`config.mk`:
```
export PLATFORM = sky130hd
export DESIGN_NAME = btn_conditioner
export DESIGN_NICKNAME = d
export VERILOG_FILES = /design/src/rtl/btn_conditioner.sv
export SDC_FILE = /design/constraint.sdc
export NUM_CORES = 1
export LEC_CHECK = 0
export CAP_MARGIN = 10
export CORE_MARGIN = 1.5
export CORE_UTILIZATION = 36
export CTS_CLUSTER_SIZE = 25
export DETAILED_ROUTE_END_ITERATION = 7
export PLACE_DENSITY_LB_ADDON = 0.3
export SLEW_MARGIN = 40
export SYNTH_ARGS = -nofsm -noshare
export SYNTH_HDL_FRONTEND = slang
export SYNTH_SLANG_ARGS = --single-unit
export TNS_END_PERCENT = 20
```
`constraint.sdc`:
```
create_clock -name i_clk -period 4.05 [get_ports i_clk]
set_input_delay 0.405 -clock i_clk [delete_from_list [all_inputs] [get_ports i_clk]]
set_output_delay 0.405 -clock i_clk [all_outputs]
set_load 0.01 [all_outputs]
```
`src/rtl/btn_conditioner.sv`:
```
// btn_conditioner: per-button 2-flop synchronizer, counter-based debounce FSM,
// debounced level and single-cycle press/release pulses.
// Optional feature macro BTN_AUTOREPEAT_EN: extra press pulses while a button
// is held (first after RPT_DELAY cycles, then every RPT_PERIOD cycles).
module btn_conditioner #(
    parameter int unsigned N_BTN      = 2,
    parameter int unsigned DB_CYCLES  = 1_000_000
`ifdef BTN_AUTOREPEAT_EN
    ,
    parameter int unsigned RPT_DELAY  = 50_000_000,
    parameter int unsigned RPT_PERIOD = 10_000_000
`endif
) (
    input  logic             i_clk,
    input  logic             i_rst_n,
    input  logic [N_BTN-1:0] i_btn,
    output logic [N_BTN-1:0] o_level,
    output logic [N_BTN-1:0] o_press,
    output logic [N_BTN-1:0] o_release
);

    // Counter width covers the largest terminal count in this build.
`ifdef BTN_AUTOREPEAT_EN
    localparam int unsigned MAX_CYC = (RPT_DELAY > DB_CYCLES) ? RPT_DELAY : DB_CYCLES;
`else
    localparam int unsigned MAX_CYC = DB_CYCLES;
`endif
    localparam int unsigned CNT_W = (MAX_CYC > 1) ? $clog2(MAX_CYC) : 1;

    localparam logic [CNT_W-1:0] DB_LAST    = CNT_W'(DB_CYCLES - 1);
`ifdef BTN_AUTOREPEAT_EN
    localparam logic [CNT_W-1:0] RPT_LAST   = CNT_W'(RPT_DELAY - 1);
    // Reloading here puts the next terminal compare RPT_PERIOD cycles away.
    localparam logic [CNT_W-1:0] RPT_RELOAD = CNT_W'(RPT_DELAY - RPT_PERIOD);
`endif

    typedef enum logic [1:0] {
        IDLE    = 2'd0,
        ARM_P   = 2'd1,
        PRESSED = 2'd2,
        ARM_R   = 2'd3
    } state_t;

    logic [N_BTN-1:0] sync1_q;
    logic [N_BTN-1:0] sync_q;

    // Two-flop synchronizer; the debounce FSMs only ever see sync_q.
    always_ff @(posedge i_clk or negedge i_rst_n) begin
        if (!i_rst_n) begin
            sync1_q <= '0;
            sync_q  <= '0;
        end else begin
            sync1_q <= i_btn;
            sync_q  <= sync1_q;
        end
    end

    for (genvar g = 0; g < int'(N_BTN); g++) begin : g_btn
        state_t           state_q;
        state_t           state_d;
        logic [CNT_W-1:0] cnt_q;
        logic [CNT_W-1:0] cnt_d;
        logic             press_d;
        logic             release_d;
        logic             level_d;
        logic             press_q;
        logic             release_q;
        logic             level_q;
`ifdef BTN_AUTOREPEAT_EN
        logic [CNT_W-1:0] rpt_q;
        logic [CNT_W-1:0] rpt_d;
`endif

        // State and counter registers.
        always_ff @(posedge i_clk or negedge i_rst_n) begin
            if (!i_rst_n) begin
                state_q <= IDLE;
                cnt_q   <= '0;
`ifdef BTN_AUTOREPEAT_EN
                rpt_q   <= '0;
`endif
            end else begin
                state_q <= state_d;
                cnt_q   <= cnt_d;
`ifdef BTN_AUTOREPEAT_EN
                rpt_q   <= rpt_d;
`endif
            end
        end

        // Debounce next-state, counter updates and pulse requests.
        always_comb begin
            state_d   = state_q;
            cnt_d     = cnt_q;
            press_d   = 1'b0;
            release_d = 1'b0;
`ifdef BTN_AUTOREPEAT_EN
            rpt_d     = rpt_q;
`endif
            case (state_q)
                IDLE: begin
                    if (sync_q[g]) begin
                        state_d = ARM_P;
                        cnt_d   = '0;
                    end
                end
                ARM_P: begin
                    if (!sync_q[g]) begin
                        state_d = IDLE;
                    end else if (cnt_q == DB_LAST) begin
                        state_d = PRESSED;
                        press_d = 1'b1;
`ifdef BTN_AUTOREPEAT_EN
                        rpt_d   = '0;
`endif
                    end else begin
                        cnt_d = cnt_q + CNT_W'(1);
                    end
                end
                PRESSED: begin
                    if (!sync_q[g]) begin
                        state_d = ARM_R;
                        cnt_d   = '0;
                    end
`ifdef BTN_AUTOREPEAT_EN
                    // Repeat timer advances only while the press is stable.
                    else if (rpt_q == RPT_LAST) begin
                        press_d = 1'b1;
                        rpt_d   = RPT_RELOAD;
                    end else begin
                        rpt_d = rpt_q + CNT_W'(1);
                    end
`endif
                end
                ARM_R: begin
                    if (sync_q[g]) begin
                        state_d = PRESSED;
                    end else if (cnt_q == DB_LAST) begin
                        state_d   = IDLE;
                        release_d = 1'b1;
                    end else begin
                        cnt_d = cnt_q + CNT_W'(1);
                    end
                end
                default: begin
                    state_d = IDLE;
                    cnt_d   = '0;
                end
            endcase
            level_d = (state_d == PRESSED) || (state_d == ARM_R);
        end

        // Registered outputs.
        always_ff @(posedge i_clk or negedge i_rst_n) begin
            if (!i_rst_n) begin
                press_q   <= 1'b0;
                release_q <= 1'b0;
                level_q   <= 1'b0;
            end else begin
                press_q   <= press_d;
                release_q <= release_d;
                level_q   <= level_d;
            end
        end

        assign o_press[g]   = press_q;
        assign o_release[g] = release_q;
        assign o_level[g]   = level_q;
    end

endmodule
```
# Yosys cells after proc, flatten, opt, wreduce, memory -nomap -nowiden
# Index checks and enable logic that the tools add are counted.
# totals
ff_bits,54
out_inout_bits,6
word_cells,76
in_bits,4
# classes
n_eq_ne,20
add_sub_neg,2
n_reduce_logical,6
n_mux,36
# op_table
operator,n
20-bit 2-to-1 mux,10
20-bit one-hot mux with 4 select lines,2
"20-bit by 1-bit adder with 20-bit output, second input constant",2
"20-bit equality test, second input constant",2
2-bit 2-to-1 mux,12
"2-bit equality test, second input constant",8
"2-bit inequality test, second input constant",8
2-bit one-hot mux with 4 select lines,2
1-bit 2-to-1 mux,10
4-bit AND reduction,2
"2-bit by 1-bit equality test with 1-bit output, second input constant",2
2-bit logical NOT,2
1-bit logical OR,2

# Logic depth before layout (Yosys ltp)
# Gate-level depths: netlist of the first run.
# depth
depth_word,6
ltp_mapped,6
mapped_depth_nobuf,6

# Worst setup path after synthesis of the first run
# OpenSTA, ideal clock, no wires.
# synth_timing
kind,flip-flop to flip-flop
start,register g_btn[0].cnt_q[6]
end,register g_btn[0].cnt_q[0]
synth_period_minus_slack_ps,1881
stages_incl_launch_ff,5
n_path_buf,0
t_required_ps,3925
t_arrival_ps,1756
slack_ps,2169
cell_sequence,dfrtp_1 -> or4_4 -> nor4_4 -> a21oi_2 -> mux2_4
# synth_via
elab_chain_cells,4
word_cells_on_any_way,5
# synth_lines
item,line,source
"start, declared",61,logic [CNT_W-1:0] cnt_q;
"start signal, assigned",84,cnt_q <= cnt_d;
20-bit equality test (*),"110, 138",
20-bit 2-to-1 mux (*),--,
"20-bit 2-to-1 mux, on equally long branches",--,
20-bit one-hot mux with 4 select lines (*),--,
# Every way passes the cells marked *; elsewhere a longest branch is shown, timed or not. The select of a mux whose other input is x is not followed.
# A chain may end at the register's enable or synchronous reset.

# Worst setup path in the final report of the first run
# layout_timing
start,register g_btn[1].state_q[0]
end,register g_btn[1].cnt_q[0]
# layout_via
elab_chain_cells,3
word_cells_on_any_way,10
# layout_lines
item,line,source
"start, declared",59,state_t state_q;
"start signal, assigned",83,state_q <= state_d;
"2-bit equality test, or another cell as far along",100,case (state_q)
2-bit inequality test (no line),--,
4-bit AND reduction (no line),--,
"end signal, assigned",84,
"end, declared",61,
# Parallel ways exist; a longest one is shown, timed or not.

==> out/metrics.cfg, run 1 <==
[run_status]
status = finished clean

[sta]
fin_crit_sh_pct = 52.1
setup_viol = 0
finalSetupTns_ns = 0
worstMarginPinSlew_ns = 0.715
fmax_ghz = 0.474
report.final.slew_viol_count = 0
finalCriticalPeriod_ns = 2.11
max_slew_margin_pct = 52.2
rsz0062_at_grt = false
hold_violations = 0
finClkSkew_ns = 0.00596

[route]
drc_errors = 0
wl_per_cell_um = 14.9
drt-pass1-iter-count = 4
drt-initial-drc-count = 106
via_per_inst = 5.72
num_vias = 2264
wirelength_mm = 5.88
ant_nets = 0

[logic_synthesis]
postSynthCellCount = 293
synth_warnings = 0
synth_area_leaders = dfrtp_1, mux2i_1, nand2_1, nand3_1, nand4_1
synth_seq_cells = 53
syn_area_um2 = 2900
synth_top_area_share_pct = 45.7
synth_common_cells = dfrtp_1, nand2_1, nor2_1
synth_nets = 299
yosysMostFrequentCell = dfrtp_1
synth_edf_count = 0
yosys_most_used_dff = dfrtp_1
seq_area_frac_synth_pct = 45.7
synth_area_leader_cell = dfrtp_1
ys_async_sr_fraction_pct = 100
yosysUniqueCellTypes = 52
avgSynthCellArea_um2 = 9.90

[floorplan]
die_h_um = 92.8
rows = 32
die-area_um2 = 8610
ios = 10
core_area_um2 = 7770
die_w_um = 92.8
initial_core_util_pct = 37.4

[clock_network]
postCtsSetupBuffers = 0
htreeDepth = 2
clk_pin_slew_ns = 0.09
clk_path_buf_depth = 2
cts.root.buffer_cell = clkbuf_8
clock_sinks = 53
clkLatencyLatePin_ns = 0.30
cts_made_buffers = 5
ctsHoldBuffers = 0
cts_tree = done
cts_resized = 0

[cells_and_area]
num_antenna_cells = 0
drive_gt1_share_pct = 8.50
nFillCells = 764
layout.area.seq_um2 = 1330
multi_input_area_um2 = 1450
area_growth_pct = 7.68
finalNetCount = 299

[power_and_ir_drop]
peakVddDrop_uv = 193
power_mw = 0.950
p_leak_nw = 1.30
power_density_nw_per_um2 = 304

[critical_path]
ff2ff_setup_slack_ns = 1.94
path_buf_inv = 2
crit_path_max_fanout = 18
crit_chain = nor4bb_1 -> nand4_1 -> o21ai_2 -> buf_4 -> inv_1 -> mux2_1
reg2reg_depth = 6
reg2reg_to = g_btn[1].cnt_q[0]
r2r_start = g_btn[1].state_q[0]
crit_type = reg2reg
worstSetupEndpointType = flip-flop
startpoint_type = flip-flop
cp.required_ns = 4.24
cpMaxStageDelayCell = dfrtp_1
worstPathArrival_ns = 2.30
max_stage_delay_ns = 0.71
crit_family = flip-flops

[grt]
grt_max_degree = 54
grtUsageTotal_pct = 14.8
grt_pass1_wl_mm = 10.2
grt_pass1_vias = 2221
antenna_found_initial = 0
overflow = 0

[placed_design]
portBuffers = 9
globalplace.congestion = 0.865
dp_hpwl_mm = 3.94

[min_path]
hold_class = in2async

[run]
cap_violations = 0

where the power goes:
| group | internal [mW] | total (mW) | switching (mW) |
|---|---|---|---|
| sequential | 0.549 | 0.579 | 0.0308 |
| clock | 0.123 | 0.294 | 0.171 |
| combinational | 0.0319 | 0.0767 | 0.0448 |
sequential cells by signal, summed over array words and instances, names as in the netlist:
register	cells
g_btn.release_q	2
g_btn.press_q	2
sync1_q	2
g_btn.state_q	3
g_btn.level_q	2
sync_q	2
g_btn.cnt_q	40
cells in the final DEF (no fill, tap or decap), types with 4 or more instances in the layout:
| master | n |
|---|---|
| a211o_1 | 4 |
| a21oi_1 | 10 |
| a22o_1 | 4 |
| a31oi_1 | 7 |
| and2_1 | 4 |
| and3_1 | 7 |
| and4_1 | 4 |
| clkbuf_8 | 5 |
| clkdlybuf4s50_1 | 8 |
| dfrtp_1 | 53 |
| inv_1 | 11 |
| mux2i_1 | 12 |
| nand2_1 | 27 |
| nand2b_1 | 7 |
| nand3_1 | 12 |
| nand4_1 | 9 |
| nor2_1 | 15 |
| nor3_1 | 7 |
| nor3b_1 | 5 |
| nor4_1 | 8 |
| o21ai_0 | 6 |
| o2bb2ai_1 | 5 |
| o31ai_1 | 5 |
| o41ai_1 | 5 |
| or4_1 | 5 |
stage by stage:
stage               hold WS (ns)  cells  instance area (um2)  utilization [%]  worst slack, ns
finish                     0.206    396                 3120             40.2             1.94
global route               0.274    396                 3120             40.2             1.78
CTS                        0.242    396                 3120             40.2             1.95
detailed placement         0.337    388                 3040             39.1             1.96
global placement           0.334    388                 3030             39.0             2.01
floorplan                  0.109    293                 2900                -             2.17
logic make-up (layout without fill, tap and decap cells):
family / after synthesis / in the layout / synth area share (%)
mux: 18 / 18 / 6.73
simple gates: 123 / 123 / 24.2
compound gates: 62 / 62 / 15.7
xor+xnor: 6 / 6 / 2.07
fa+ha+maj: 2 / 2 / 0.862
buf+inv: 29 / 30 / 4.74
flops: 53 / 53 / 45.7
layer usage:
metal  track usage, %  wire, um  up-vias
met4             5.68        66        0
met5                0         0        -
met3             3.04       220        6
li1                 -         -     1096
met2             24.1      2800       47
met1             19.3      2800     1115
worst max path at each step:
stage	startpoint	endpoint	slack (ns)	cells after the start
detailed placement	g_btn[1].state_q[0]	g_btn[1].cnt_q[0]	1.96	6
finish	g_btn[1].state_q[0]	g_btn[1].cnt_q[0]	1.94	6
global placement	g_btn[1].state_q[0]	g_btn[1].cnt_q[0]	2.01	6
global route	g_btn[1].state_q[0]	g_btn[1].cnt_q[0]	1.78	6
floorplan	g_btn[0].cnt_q[6]	g_btn[0].cnt_q[0]	2.17	4
CTS	g_btn[1].state_q[0]	g_btn[1].cnt_q[0]	1.95	6
area by class of cell:
type                            instances  share of cell area (%)
Clock buffer                            7                    2.44
Clock inverter                          1                   0.240
Inverter                               11                    1.32
Multi-Input combinational cell        211                    46.3
Sequential cell                        53                    42.5
Tap cell                              102                    4.08
Timing Repair Buffer                   11                    3.20
(Power assumes the default switching activity.)
==> inputs of run 2 (changes only) <==
clock period = 1.8 ns   (was 4.05 ns; I/O delays follow)
==> run 2 against run 1 <==
Total power increased to 2.5 times the previous value. Combinational power increased to 3.3 times the previous value. Global-route usage increased by 1.5 points. Worst setup slack got worse by 1.9 ns. Sequential power increased by 120%. Via count increased by 6.1%. Critical endpoint is now g_btn[0].cnt_q[0]. Largest cell class unchanged.
==> out/metrics.cfg, run 2 (synthesis results as in run 1) <==
[clock_network]
cts_made_buffers = 5  ; unchanged
clk_pin_slew_ns = 0.10  ; about the same
htreeDepth = 2  ; unchanged
clkLatencyLatePin_ns = 0.30  ; about the same
cts.root.buffer_cell = clkbuf_8
cts_tree = done
clock_sinks = 53  ; unchanged
clk_path_buf_depth = 2  ; unchanged

[critical_path]
worstPathArrival_ns = 1.98  ; -0.32 ns
worstSetupEndpointType = flip-flop
ff2ff_setup_slack_ns = 0.02  ; -1.92 ns
worstSetupStartpoint = g_btn[0].cnt_q[6]
crit_chain = or4_4 -> nor4_4 -> a21oi_2 -> mux2_4
crit_path_max_fanout = 4  ; -14
reg2reg_to = g_btn[0].cnt_q[0]
reg2reg_depth = 4  ; -2
cp.required_ns = 2.00  ; -2.24 ns
startpoint_type = flip-flop
r2r_start = g_btn[0].cnt_q[6]
crit_end = g_btn[0].cnt_q[0]
max_stage_delay_ns = 0.56  ; -0.15 ns
cpMaxStageDelayCell = or4_4
crit_type = reg2reg

[floorplan]
rows = 32  ; unchanged
ios = 10  ; unchanged
die-area_um2 = 8610  ; unchanged
die_w_um = 92.8  ; unchanged
core_area_um2 = 7770  ; unchanged
die_h_um = 92.8  ; unchanged
initial_core_util_pct = 37.4  ; unchanged

[route]
drt-pass1-iter-count = 4  ; unchanged
drt-initial-drc-count = 104  ; -1.9%
drc_errors = 0  ; unchanged
wl_per_cell_um = 15.0  ; +1.0%
num_vias = 2402  ; +6.1%
wirelength_mm = 6.65  ; +13%
ant_nets = 0  ; unchanged
via_per_inst = 5.42  ; -5.2%

[cells_and_area]
final_area_um2 = 3560  ; +14%
finalNetCount = 346  ; +16%
num_antenna_cells = 0  ; unchanged
final_cell_mix = dfrtp_1, buf_4, nand2_1
area_growth_pct = 22.8
final_util_pct = 45.9  ; +5.7 points
largest_reg_flops = 40  ; unchanged
drive_gt1_share_pct = 24.6  ; +16 points
top_register = g_btn.cnt_q
final_common_cell = dfrtp_1
top_regs = g_btn.cnt_q x40, g_btn.state_q x3

[sta]
fin_crit_sh_pct = 99.1  ; +47 points
worstMarginPinSlew_ns = 0.421  ; -0.293 ns
hold_violations = 0  ; unchanged
finClkSkew_ns = 0.0114  ; +0.00541 ns
finalCriticalPeriod_ns = 1.78  ; -0.326 ns
fmax_ghz = 0.561  ; +18%
max_slew_margin_pct = 71.6  ; +19 points
report.final.slew_viol_count = 0  ; unchanged
rsz0062_at_grt = true
setup_viol = 0  ; unchanged

[grt]
grt_use_met1_pct = 20.5  ; +1.3 points
busiest_layer = met2
met3_usage_pct = 2.87  ; -0.16 points
grt_max_degree = 54  ; unchanged
antenna_found_initial = 0  ; unchanged
grt_pass1_vias = 2340  ; +5.4%
grt_pass1_wl_mm = 11.2  ; +10%
grtUsageTotal_pct = 16.3  ; +1.5 points
overflow = 0  ; unchanged
met2_usage_pct = 28.5  ; +4.4 points

[placed_design]
portBuffers = 9  ; unchanged
dp_hpwl_mm = 4.60  ; +17%
globalplace.congestion = 0.866  ; +0.21%
place_area_um2 = 3380  ; +11%

[run]
cap_violations = 0  ; unchanged

[power_and_ir_drop]
power_density_nw_per_um2 = 668  ; +120%
peakVddDrop_uv = 477  ; +150%
p_leak_nw = 1.56  ; +20%

[run_status]
status = finished clean

[min_path]
hold_class = in2reg

-- run 2: timing repair --
item,CTS,global route
hold buffers,1,0
resized for setup,1,13
pin swaps,0,3
buffers inserted,0,2
hold endpoints to repair,53,0
setup endpoints to repair,2,19
-- run 2: worst min-delay path by stage --
| stage | startpoint | endpoint | slack, ns | cells after the start |
|---|---|---|---|---|
| after floorplan | i_rst_n | g_btn[0].cnt_q[0] | -0.12 | 0 |
| after global placement | i_rst_n | g_btn[0].cnt_q[4] | 0.20 | 2 |
| after detailed placement | i_rst_n | g_btn[0].level_q | 0.20 | 2 |
| after CTS | i_btn[1] | sync1_q[1] | 0.31 | 1 |
| after global routing | i_btn[1] | sync1_q[1] | 0.30 | 1 |
| final | i_btn[1] | sync1_q[1] | 0.32 | 1 |
-- run 2: metal layers --
metal	share of wire [%]	routed length (um)
met1	47	3120
met4	1.3	85
met2	50	3310
met3	1.9	125
met5	0	0
-- run 2: worst max-delay path: cells and delay by family (launching register included) --
kind            cells  cell delay, ns
simple gates        2            0.83
mux                 1            0.31
flops               1            0.42
compound gates      1            0.14
-- run 2: final cells by class --
class | instances | area (um2)
fill | 778 | 4200
multi-input combinational | 211 | 1470
sequential | 53 | 1330
timing repair buffer | 58 | 472
tap | 102 | 128
clock buffer | 7 | 86.3
inverter | 11 | 41.3
clock inverter | 1 | 30.0
-- run 2: stage by stage --
| stage | setup WS, ns | setup TNS (ns) | power [mW] | hold WS (ns) | cells |
|---|---|---|---|---|---|
| after floorplan | -0.0187 | -0.0187 | 1.44 | -0.116 | 293 |
| after global placement | 0.0278 | 0 | 1.55 | 0.201 | 432 |
| after detailed placement | -0.0117 | -0.0117 | 1.56 | 0.203 | 432 |
| after CTS | -0.0155 | -0.0155 | 2.41 | 0.306 | 441 |
| after global routing | -0.0542 | -0.186 | 2.50 | 0.302 | 443 |
| final | 0.0159 | 0 | 2.38 | 0.318 | 443 |
-- run 2: where the power goes --
| group | leakage, nW | switching [mW] | total [mW] | internal (mW) |
|---|---|---|---|---|
| clock | 0.0585 | 0.384 | 0.838 | 0.454 |
| combinational | 0.790 | 0.138 | 0.255 | 0.117 |
| sequential | 0.712 | 0.0514 | 1.29 | 1.24 |
| total | 1.56 | 0.573 | 2.38 | 1.81 |
